## src/rtl/cello_lut_engine.sv

```systemverilog
// Reprogrammable N-input truth-table engine: serial table load, valid/ready
// evaluation stream and a full-table sweep mode for characterisation.
module cello_lut_engine #(
  parameter int                      N_INPUTS      = 3,
  parameter logic [2**N_INPUTS-1:0]  DEFAULT_TABLE = '0
) (
  input  logic                clk,
  input  logic                rst,
  input  logic                cfg_valid,
  output logic                cfg_ready,
  input  logic                cfg_bit,
  input  logic                in_valid,
  output logic                in_ready,
  input  logic [N_INPUTS-1:0] in_bits,
  output logic                out_valid,
  input  logic                out_ready,
  output logic                out_bit,
  output logic [N_INPUTS-1:0] out_index,
  input  logic                sweep_start,
  output logic                busy,
  output logic                sweep_done
);

  localparam int TBL_W = 2**N_INPUTS;
  localparam int CNT_W = N_INPUTS + 1;
  localparam logic [CNT_W-1:0]    CNT_LAST = CNT_W'(TBL_W - 1);
  localparam logic [N_INPUTS-1:0] IDX_LAST = '1;

  typedef enum logic {
    IDLE  = 1'b0,
    SWEEP = 1'b1
  } state_t;

  // Hex-name order: index i lives at bit TBL_W-1-i, which is ~i within N bits.
  function automatic logic lut_lookup(input logic [TBL_W-1:0]    tbl,
                                      input logic [N_INPUTS-1:0] idx);
    logic [N_INPUTS-1:0] pos;
    pos = ~idx;
    return tbl[pos];
  endfunction

  state_t              state_q,     state_d;
  logic [TBL_W-1:0]    table_q,     table_d;
  logic [TBL_W-1:0]    shadow_q,    shadow_d;
  logic [CNT_W-1:0]    cnt_q,       cnt_d;
  logic                pending_q,   pending_d;
  logic [N_INPUTS-1:0] k_q,         k_d;
  logic                issued_q,    issued_d;
  logic                out_valid_q, out_valid_d;
  logic                out_bit_q,   out_bit_d;
  logic [N_INPUTS-1:0] out_index_q, out_index_d;
  logic                done_q,      done_d;

  logic slot_free;
  logic in_accept;
  logic cfg_accept;
  logic commit;

  always_comb begin
    slot_free  = !out_valid_q || out_ready;
    in_accept  = (state_q == IDLE) && slot_free && in_valid;
    cfg_accept = !pending_q && cfg_valid;
    commit     = (state_q == IDLE) && pending_q;

    state_d     = state_q;
    table_d     = table_q;
    shadow_d    = shadow_q;
    cnt_d       = cnt_q;
    pending_d   = pending_q;
    k_d         = k_q;
    issued_d    = issued_q;
    out_valid_d = out_valid_q;
    out_bit_d   = out_bit_q;
    out_index_d = out_index_q;
    done_d      = 1'b0;

    // Serial configuration into the shadow register; commit only while idle
    if (cfg_accept) begin
      shadow_d = {shadow_q[TBL_W-2:0], cfg_bit};
      cnt_d    = cnt_q + 1'b1;
      if (cnt_q == CNT_LAST) begin
        pending_d = 1'b1;
      end
    end
    if (commit) begin
      table_d   = shadow_q;
      cnt_d     = '0;
      pending_d = 1'b0;
    end

    case (state_q)
      IDLE: begin
        if (in_accept) begin
          out_valid_d = 1'b1;
          out_bit_d   = lut_lookup(table_q, in_bits);
          out_index_d = in_bits;
        end else if (out_valid_q && out_ready) begin
          out_valid_d = 1'b0;
        end
        if (sweep_start) begin
          state_d  = SWEEP;
          k_d      = '0;
          issued_d = 1'b0;
        end
      end
      SWEEP: begin
        // issued_q marks that the last index is sitting in the output register
        if (!issued_q && slot_free) begin
          out_valid_d = 1'b1;
          out_bit_d   = lut_lookup(table_q, k_q);
          out_index_d = k_q;
          k_d         = k_q + 1'b1;
          if (k_q == IDX_LAST) begin
            issued_d = 1'b1;
          end
        end else if (out_valid_q && out_ready) begin
          out_valid_d = 1'b0;
          if (issued_q) begin
            state_d  = IDLE;
            done_d   = 1'b1;
            issued_d = 1'b0;
          end
        end
      end
      default: begin
        state_d = IDLE;
      end
    endcase
  end

  always_ff @(posedge clk) begin
    if (rst) begin
      state_q     <= IDLE;
      table_q     <= DEFAULT_TABLE;
      shadow_q    <= '0;
      cnt_q       <= '0;
      pending_q   <= 1'b0;
      k_q         <= '0;
      issued_q    <= 1'b0;
      out_valid_q <= 1'b0;
      out_bit_q   <= 1'b0;
      out_index_q <= '0;
      done_q      <= 1'b0;
    end else begin
      state_q     <= state_d;
      table_q     <= table_d;
      shadow_q    <= shadow_d;
      cnt_q       <= cnt_d;
      pending_q   <= pending_d;
      k_q         <= k_d;
      issued_q    <= issued_d;
      out_valid_q <= out_valid_d;
      out_bit_q   <= out_bit_d;
      out_index_q <= out_index_d;
      done_q      <= done_d;
    end
  end

  assign cfg_ready  = !pending_q;
  assign in_ready   = (state_q == IDLE) && (!out_valid_q || out_ready);
  assign out_valid  = out_valid_q;
  assign out_bit    = out_bit_q;
  assign out_index  = out_index_q;
  assign busy       = (state_q == SWEEP);
  assign sweep_done = done_q;

endmodule

```

## config.mk

```make
export PLATFORM = sky130hd
export DESIGN_NAME = cello_lut_engine
export DESIGN_NICKNAME = d
export VERILOG_FILES = /design/src/rtl/cello_lut_engine.sv
export SDC_FILE = /design/constraint.sdc
export NUM_CORES = 1
export LEC_CHECK = 0
export ABC_AREA = 1
export ABC_CLOCK_PERIOD_IN_PS = 1600
export CAP_MARGIN = 20
export CORE_ASPECT_RATIO = 1.4
export CORE_MARGIN = 2
export CORE_UTILIZATION = 60
export CTS_CLUSTER_SIZE = 28
export DETAILED_ROUTE_END_ITERATION = 8
export DONT_BUFFER_PORTS = 1
export MAX_ROUTING_LAYER = met4
export PLACE_DENSITY = 0.83
export REMOVE_ABC_BUFFERS = 1
export SLEW_MARGIN = 20
export SYNTH_ARGS = -nofsm -noshare
export SYNTH_HDL_FRONTEND = slang
export SYNTH_SLANG_ARGS = --single-unit
```

## constraint.sdc

```tcl
create_clock -name clk -period 1.6 [get_ports clk]
set_clock_uncertainty 0.1 [all_clocks]
set_input_delay 0.4 -clock clk [delete_from_list [all_inputs] [get_ports clk]]
set_output_delay 0.4 -clock clk [all_outputs]
set_load 0.05 [all_outputs]
```

==> impl_metrics.env, run 1 <==
export IMPL_whs_ns=0.0103
export IMPL_layout_nets=233
export IMPL_fp_row_count=21
export IMPL_start_util_pct=62.2
export IMPL_grt_pass1_wl_mm=5.38
export IMPL_ys_ff_latch=32
export IMPL_crit_arrival_ns=1.05
export IMPL_h_tree_depth=2
export IMPL_synthArstFlopShare_pct=0
export IMPL_p_leak_uw=0.000717
export IMPL_pwr_share_seq_pct=56.5
export IMPL_setup_slack_ns=0.0533
export IMPL_p_sw_uw=484
export IMPL_final_area_mm2=0.00158
export IMPL_dpl_hpwl_mm=2.35
export IMPL_post_route_min_period_ns=1.55
export IMPL_p_comb_share_pct=13.6
export IMPL_cts_sinks=32
export IMPL_routed_via_density=5.68
export IMPL_worst_slew_pin_slew_ns=0.517
export IMPL_max_slew_margin_rel_pct=65.5
export IMPL_drive_gt1_share_pct=12.2
export IMPL_clock_power_share_pct=29.9
export IMPL_synth_cells=211
export IMPL_place_gp_congestion=0.956
export IMPL_synth_edf_count=0
export IMPL_pre_cts_slack_ns=0.139
export IMPL_hold_viol=0
export IMPL_cts_buffer_depth=2
export IMPL_worstPathMaxFanout=2
export IMPL_crit_buf_inv=2
export IMPL_diodes=0
export IMPL_drc=0
export IMPL_n_fill_cell=211
export IMPL_gr_total_overflow=0
export IMPL_ir_drop_mv=0.803
export IMPL_syn_area_mm2=0.00146
export IMPL_p_int_uw=1130
export IMPL_power_density_mw_per_mm2=1020
export IMPL_critical_path_class="register to output port"
export IMPL_synthTopCellsByCount="nor2_1 (42), nand2_1 (40), dfxtp_1 (32), o21ai_0 (22), inv_1 (21)"
export IMPL_dieArea_mm2=0.00284
export IMPL_vias=1386
export IMPL_setup_viol=0
export IMPL_ant_nets=0
export IMPL_p_sw_share_pct=30.0
export IMPL_area_growth_syn_to_layout_pct=8.25
export IMPL_status="finished clean"
export IMPL_insertion_delay_ns=0.34
export IMPL_regArea_um2=643
export IMPL_cp_cell_sequence="nand2_2, inv_2, nor2_2, buf_6"
export IMPL_hp_class="primary input to register"
export IMPL_clk_transition_reported_paths_ns=0.10
export IMPL_utilization_pct=67.4
export IMPL_rsz0062_at_grt="false"
export IMPL_wl_mm=3.25
export IMPL_grt_max_degree=17
export IMPL_drt_initial_drc_count=52
export IMPL_synth_flop_cell="dfxtp_1"
export IMPL_cp_slowest_cell="dfxtp_2"
export IMPL_antenna_found_initial=0
export IMPL_cap_violations=0
export IMPL_syn_avg_cell_area_um2=6.90
export IMPL_drv_slew=0
export IMPL_cts_made_buffers=5
export IMPL_cp_top_family="flip-flops"
export IMPL_core_mm2=0.00234
export IMPL_yosys_warnings=0
export IMPL_grt_use_total_pct=26.3
export IMPL_dr_pass1_iters=6
export IMPL_cts_tree="built"
export IMPL_yosys_cell_types_count=23
export IMPL_port_buffer_count=0
export IMPL_dpl_instance_area_mm2=0.00149
export IMPL_io_pins=19
export IMPL_ys_seq_area_share_pct=44.0
export IMPL_die_w_um=45.6
export IMPL_cts_root_buf="clkbuf_4"
export IMPL_worst_ep_required_time_ns=1.10
export IMPL_fmax_ghz=0.647
export IMPL_finalSetupTns_ns=0
export IMPL_synth_most_common_cell="nor2_1"
export IMPL_multiInputGateArea_um2=677
export IMPL_period_share_pct=96.7
export IMPL_synth_largest_area_cell="dfxtp_1"
export IMPL_endpoint_kind="output port"
export IMPL_ys_top_cells_by_area="dfxtp_1 (44%), nor2_1 (11%), nand2_1 (10%)"
export IMPL_die_y_um=62.3
export IMPL_slowest_delay_ns=0.34
export IMPL_start_kind="register"
export IMPL_synth_top_area_share_pct=44.0
export IMPL_wire_per_inst_um=13.3
export IMPL_grt_pass1_vias=1384
per-layer routing:
| layer | track usage [%] | wire [um] | vias up |
|---|---|---|---|
| li1 | - | - | 690 |
| met1 | 22.8 | 1210 | 641 |
| met2 | 46.5 | 1760 | 45 |
| met3 | 9.59 | 201 | 10 |
| met4 | 12.5 | 75 | 0 |
| met5 | - | 0 | - |
repair_timing:
| item | in CTS | in global routing |
|---|---|---|
| buffers inserted | 1 | 0 |
| hold endpoints to repair | 0 | 1 |
| pin swaps | 2 | 1 |
| setup endpoints to repair | 1 | 4 |
| hold buffers | 0 | 1 |
| gates resized for setup | 3 | 3 |
flip-flops by register name, indices dropped and copies added, names as in the netlist:
signal / cells
k_q: 3
out_valid: 1
cnt_q: 4
issued_q: 1
shadow_q: 8
table_q: 8
sweep_done: 1
pending_q: 1
busy: 1
out_index: 3
out_bit: 1
kinds of logic after synthesis:
family,after synthesis,synth area share [%]
and+or+nand+nor,107,30.9
AOI/OAI and AO/OA,35,12.1
buffers and inverters,33,9.80
DFF,32,44.0
adders and majority gates,3,2.58
xor gates and xnor gates,1,0.602
cells in the final DEF, fill, tap and decap left out, types with 2 or more instances in the layout:
cell type,instances
nor2_1,41
a21oi_1,9
buf_4,6
ha_1,3
clkbuf_1,2
dfxtp_1,30
nand2_1,39
nor3_1,5
inv_1,20
inv_2,6
clkbuf_4,5
dfxtp_2,2
nor2_2,2
o21ai_0,22
nand3_1,15
o21ai_1,3
nand2_2,2
final cells by class:
cell class | instances | area share (%)
sequential | 32 | 40.8
multi-input combinational | 146 | 43.0
inverter | 27 | 6.43
clock buffer | 8 | 3.73
timing repair buffer | 8 | 4.21
tap | 23 | 1.83
power groups by stage:
stage	registers, uW	logic [uW]	clock network (uW)
floorplan	938	140	0
global placement	926	196	0
detailed placement	928	206	0
CTS	911	212	492
global route	916	249	531
finish	911	219	482
worst reg2reg max path, stage by stage (launching register included):
cell      delay, ns
dfxtp_1        0.33
inv_2          0.05
nand2_1        0.27
clkinv_1       0.32
nor2_1         0.19
nor3_1         0.06
through the flow:
step | instances | power (uW)
global route | 244 | 1700
floorplan | 205 | 1080
CTS | 243 | 1610
global placement | 234 | 1120
finish | 244 | 1610
detailed placement | 234 | 1130
path summary, 6_finish.rpt:
kind | from | to | slack [ns] | cells after the start
worst max-delay path | out_valid$_SDFF_PP0_ | in_ready | 0.05 | 4
worst min-delay path | rst | k_q[1]$_SDFFE_PP0P_ | 0.01 | 1
worst max register to register | pending_q$_SDFFE_PP0P_ | cnt_q[0]$_SDFFE_PP0P_ | 0.18 | 5
worst min register to register | table_q[0]$_SDFFE_PP0P_ | table_q[0]$_SDFFE_PP0P_ | 0.37 | 2
(Power assumes the default switching activity.)
==> inputs of run 2 (changes only) <==
SLEW_MARGIN = not set   (was 20)
==> results of run 2 <==
No change in the layout: final DEF, timing and power equal those of run 1.
